**config.mk**
```make
export PLATFORM = sky130hd
export DESIGN_NAME = gam_learning_sequencer
export DESIGN_NICKNAME = d
export VERILOG_FILES = /design/src/rtl/gam_learning_sequencer.sv
export SDC_FILE = /design/constraint.sdc
export NUM_CORES = 2
export LEC_CHECK = 0
export ABC_CLOCK_PERIOD_IN_PS = 23400
export BUFFER_PORTS_ARGS = -buffer_cell sky130_fd_sc_hd__buf_4
export CAP_MARGIN = 15
export CORE_ASPECT_RATIO = 0.6
export CORE_UTILIZATION = 56
export DETAILED_ROUTE_END_ITERATION = 7
export GPL_ROUTABILITY_DRIVEN = 0
export GPL_TIMING_DRIVEN = 1
export HOLD_SLACK_MARGIN = 0.12
export PLACE_DENSITY = 0.73
export SETUP_SLACK_MARGIN = 0.4
export SLEW_MARGIN = 20
export SYNTH_ARGS = -nofsm -noshare
export SYNTH_HDL_FRONTEND = slang
export SYNTH_SLANG_ARGS = --single-unit
export TNS_END_PERCENT = 50
```
**constraint.sdc**
```tcl
create_clock -name clk -period 23.4 [get_ports clk]
set_input_delay 3.51 -clock clk [delete_from_list [all_inputs] [get_ports clk]]
set_output_delay 3.51 -clock clk [all_outputs]
set_load 0.1 [all_outputs]
```
**src/rtl/gam_learning_sequencer.sv**
```systemverilog
// gam_learning_sequencer: buffers host node patterns and feeds them to the
// GAM Memory_Layer one per READY handshake, then switches it to RECALL.
module gam_learning_sequencer #(
    parameter int NODE_W      = 128,
    parameter int NODE_COUNT  = 5,
    parameter int CLASS_COUNT = 4,
    parameter int DEPTH       = CLASS_COUNT * NODE_COUNT,
    parameter int AW          = $clog2(DEPTH + 1),
    parameter int NW          = $clog2(NODE_COUNT + 1),
    parameter int CW          = $clog2(CLASS_COUNT + 1)
) (
    input  logic              clk,
    input  logic              reset,
    input  logic              wr_en,
    input  logic [NODE_W-1:0] wr_data,
    output logic              wr_full,
    output logic [AW-1:0]     wr_count,
    input  logic [NW-1:0]     cfg_node_count,
    input  logic [CW-1:0]     cfg_class_count,
    input  logic              start,
    input  logic              clear,
    input  logic              ml_ready_wait,
    output logic [NODE_W-1:0] ml_x,
    output logic [31:0]       ml_c,
    output logic              ml_learning_done,
    output logic              ml_learning_recall,
    output logic              busy,
    output logic              done,
    output logic              err
);
    localparam int IW = (DEPTH > 1) ? $clog2(DEPTH) : 1;

    typedef enum logic [1:0] {IDLE, FEED, LAST, RECALL} state_t;

    state_t            state;
    logic [NODE_W-1:0] mem [DEPTH];
    logic [AW-1:0]     wr_ptr, rd_ptr;
    logic [NW-1:0]     node_ctr, ncfg;
    logic [CW-1:0]     class_ctr, ccfg;
    logic              rdy_s, rdy_q, first;
    logic              wr_ok, cfg_ok, start_ok, rdy_ev, last_pop;

    assign wr_count = wr_ptr - rd_ptr;
    assign wr_full  = (wr_count == AW'(DEPTH));
    assign busy     = (state == FEED) || (state == LAST);
    assign done     = (state == RECALL);

    assign wr_ok  = (state == IDLE) && !wr_full && (wr_data != '0);
    assign cfg_ok = (cfg_node_count != '0)
                 && (cfg_node_count <= NW'(NODE_COUNT))
                 && (cfg_class_count != '0)
                 && (cfg_class_count <= CW'(CLASS_COUNT));
    assign start_ok = (state == IDLE) && cfg_ok
                   && (32'(wr_count) ==
                       32'(cfg_class_count) * 32'(cfg_node_count));

    // ready is sampled once, then edge-detected against its prior sample
    assign rdy_ev   = rdy_s && (!rdy_q || first);
    assign last_pop = (class_ctr == ccfg) && (node_ctr == ncfg);

    always_ff @(posedge clk) begin
        if (wr_en && wr_ok && !clear)
            mem[wr_ptr[IW-1:0]] <= wr_data;
    end

    always_ff @(posedge clk or negedge reset) begin
        if (!reset) begin
            state              <= IDLE;
            wr_ptr             <= '0;
            rd_ptr             <= '0;
            node_ctr           <= NW'(1);
            class_ctr          <= CW'(1);
            ncfg               <= NW'(1);
            ccfg               <= CW'(1);
            rdy_s              <= 1'b0;
            rdy_q              <= 1'b0;
            first              <= 1'b0;
            ml_x               <= '0;
            ml_c               <= '0;
            ml_learning_done   <= 1'b0;
            ml_learning_recall <= 1'b0;
            err                <= 1'b0;
        end else begin
            err   <= 1'b0;
            rdy_s <= ml_ready_wait;
            rdy_q <= rdy_s;
            if (clear) begin
                // ml_x / ml_c deliberately keep their last value
                state              <= IDLE;
                wr_ptr             <= '0;
                rd_ptr             <= '0;
                node_ctr           <= NW'(1);
                class_ctr          <= CW'(1);
                first              <= 1'b0;
                ml_learning_done   <= 1'b0;
                ml_learning_recall <= 1'b0;
            end else begin
                if (wr_en) begin
                    if (wr_ok)
                        wr_ptr <= wr_ptr + AW'(1);
                    else
                        err <= 1'b1;
                end
                if (start && !start_ok)
                    err <= 1'b1;
                unique case (state)
                    IDLE: begin
                        if (start && start_ok) begin
                            state     <= FEED;
                            first     <= 1'b1;
                            ncfg      <= cfg_node_count;
                            ccfg      <= cfg_class_count;
                            node_ctr  <= NW'(1);
                            class_ctr <= CW'(1);
                        end
                    end
                    FEED: begin
                        first <= 1'b0;
                        if (rdy_ev) begin
                            ml_x   <= mem[rd_ptr[IW-1:0]];
                            ml_c   <= 32'(class_ctr);
                            rd_ptr <= rd_ptr + AW'(1);
                            if (node_ctr == ncfg) begin
                                node_ctr  <= NW'(1);
                                class_ctr <= class_ctr + CW'(1);
                            end else begin
                                node_ctr <= node_ctr + NW'(1);
                            end
                            if (last_pop) begin
                                ml_learning_done <= 1'b1;
                                state            <= LAST;
                            end
                        end
                    end
                    LAST: begin
                        if (rdy_ev) begin
                            ml_learning_done   <= 1'b0;
                            ml_learning_recall <= 1'b1;
                            state              <= RECALL;
                        end
                    end
                    RECALL: begin
                        state <= RECALL;
                    end
                    default: state <= IDLE;
                endcase
            end
        end
    end
endmodule

```
==> run metrics <==
status=finished, final reports clean; worst path required time=about 20 ns; FP Rows=122; post-layout instance area=117000 um2; CTS Hold Buffers Added=0; CTS Root Cell=clkbuf_16; R2R Path End=mem[8][57]; r2r worst-path depth=12; final setup skew=0.0668 ns; Initial Utilization=56.4%; final setup fails=0; initial antenna violation count=23; # fillers=12229; Slew headroom=22.8%; Seq/Total Area, Yosys=77.9%; placed cell areas=109000 um2; Sequential Power Share=50.2%; maximum vdd ir drop=around 0.098 mV; post-synthesis mux area share=approximately 15%; Fmax achieved=0.117 GHz; Sw Share=27.6%; Worst Path Arrival=approximately 5.0 ns; Worst setup EP type=output pin; CTS tree=built; cell count of the worst hold path=0; Synth Flop Type=edfxtp_1; die height=roughly 340 um; fin. max-slew vios=0; largest family of logic cells by synthesized area=multiplexers; Unique masters post-synth=56; Post-Synth Simple-Gate Area=roughly 1.4%; area grow syn2layout=12.4%; measured slew at the worst slew-check pin=1.16 ns; CTS HTree Levels=4; synthesized instance count=a little under 5000; post-CTS sizing=0; Seq cells post-synth=2721; Post-DRT Antenna Nets=0; Worst R2R Start=rd_ptr[2]; synthesized-area fraction occupied by adder cells=0.311%; Pre-antenna DRT Iters=5; Final nets=5383; total gr overflow=0; DIE WIDTH=558 um; setup tns final=0 ns; Final Util=63.4%; Internal Power=8.11 mW; Min Clock Period, post-route=8.54 ns; Post-CTS Repair Setup Buffers=0; routed len/inst=31.1 um; final hold viol count=0; CTS Sinks=2721; share of the synthesized area in the top cell type=74.0%; Tot GR Track Use=26.4%; RSZ-0062 raised after global routing=false; worst hold path type=reg2reg; most frequent cells in the layout=2560 x edfxtp_1, 563 x mux4_2, 380 x buf_4, 324 x mux2i_1, 238 x clkbuf_16; DRC=0; Via Count=roughly 50000; Post-synth EDFFs=2560; LEAKAGE=around 36 nW; latest clock arrival within the worst-skew pair=0.88 ns; 1st-iter DRT viols=6855; Synth Cell Area=104000 um2; Compound-Gate Fraction of Synth Area=3.49%; Worst Setup SP=rd_ptr[2]; Post-Synth XOR/XNOR Area=0.169%; mean area per synthesized cell=between 20 and 25 um2; Ports=311; cts bufs inserted=~240; Comb power frac=14.5%; via-per-instance ratio=~6.5; Port Buf Inserts=~280; vias in the first global route=50879; P_sw=3.09 mW; final worst path period share=36.5%; clock-pin slew on the worst setup and hold paths=about 0.07 ns; Bufs on Longest Clock Path=4; Max FO, Critical Path=32; Area contributors post-synth=edfxtp_1 74%, mux4_2 12%, dfrtp_1 3.8%; commonest non-fill, non-tap cell in the layout=edfxtp_1; Routed Wire Length=246 mm; Synth area leader=edfxtp_1; max-cap viol count=0; largest net degree at the start of global routing=between 100 and 150; ys async rst share=5.92%; die area=between 150000 and 200000 um2; YS warnings=0; first-pass GRT wire length=about 360 mm; worst hold endpoint=rdy_q; dpl hpwl=about 130 mm; Clock power frac=35.3%; register-to-register setup slack=15.88 ns; Critical Path Start Type=register; Core ar.=~180000 um2; share of cells above drive strength 1=24.9%; HP Start=rdy_s; pwr/cell area=95.9 nW/um2; CP Class=reg2out
kinds of logic after synthesis:
group	after synthesis
buffers and inverters	311
other	1
AND/OR/NAND/NOR	312
adder cells (fa/ha/maj)	24
XOR/XNOR	20
AO/OA/AOI/OAI	572
multiplexers	900
flip-flops	2721
critical path, stage by stage (launching register included):
cell	delay, ns
dfrtp_4	0.84
clkinv_1	0.69
ha_1	0.56
and3b_1	0.22
or3_1	0.38
a2111oi_1	1.02
buf_4	0.44
flip-flops by register name (all words and copies together), names as in the netlist, 2 cells and up:
register and cells:
ml_x 128, mem 2560, node_ctr 3, ncfg 3, ccfg 3, state 2, ml_c 3, wr_ptr 5
class_ctr 3, rd_ptr 5
metal layers:
metal,routed length (um),vias to the layer above,track usage (%),share of wire [%]
li1,-,21006,-,-
met1,101000,27191,39.8,41
met2,117000,2644,41.0,47
met3,23300,343,4.71,9.5
met4,5010,16,5.83,2.0
met5,101,-,0,0.041
synth_stat cells, drive strengths merged (3+ instances only):
library cell	number
a21oi	153
a221oi	132
a22oi	67
a311oi	7
and2	12
and3	8
and3b	3
buf	142
clkbuf	153
clkinv	3
dfrtp	157
dfstp	4
edfxtp	2560
fa	3
ha	21
inv	13
mux2	13
mux2i	324
mux4	563
nand2	168
nand2b	5
nand3	5
nand3b	7
nand4	11
nor2	40
nor2b	5
nor4	36
o21ai	199
or3	4
xnor2	9
xor2	11
stage by stage:
step	hold slack [ns]	instances	worst slack, ns	power (mW)
4_1_cts	0.410	7891	14.93	11.3
3_5_place_dp	0.395	7461	14.17	7.37
5_1_grt	0.444	7903	14.82	11.5
2_1_floorplan	0.368	4889	12.60	6.90
6_report	0.415	7907	14.86	11.2
3_3_place_gp	0.396	7461	14.17	7.34
power by group through the flow:
stage	clock network (mW)	logic, mW	registers, mW
floorplan	0	0.405	6.50
global placement	0	1.62	5.72
detailed placement	0	1.63	5.73
CTS	4.00	1.64	5.63
global route	4.18	1.70	5.64
finish	3.95	1.63	5.62
worst max path at each step:
stage / endpoint / slack, ns
detailed placement: mem[8][49] / 14.17
finish: wr_full / 14.86
global route: wr_full / 14.82
floorplan: mem[19][0] / 12.60
global placement: mem[8][49] / 14.17
CTS: wr_full / 14.93
final cells by class:
type | count | area, um2 | area share [%]
flip-flops and latches | 2721 | 80900 | 69.3
well taps | 2480 | 3100 | 2.66
multi-input cells | 1857 | 21900 | 18.8
clock buffers | 296 | 6320 | 5.41
repair buffers | 388 | 3010 | 2.57
clock inverters | 134 | 1440 | 1.23
diodes | 15 | 37.5 | 0.0321
inverters | 16 | 67.6 | 0.0578
Power figures use the tool's default switching activity.
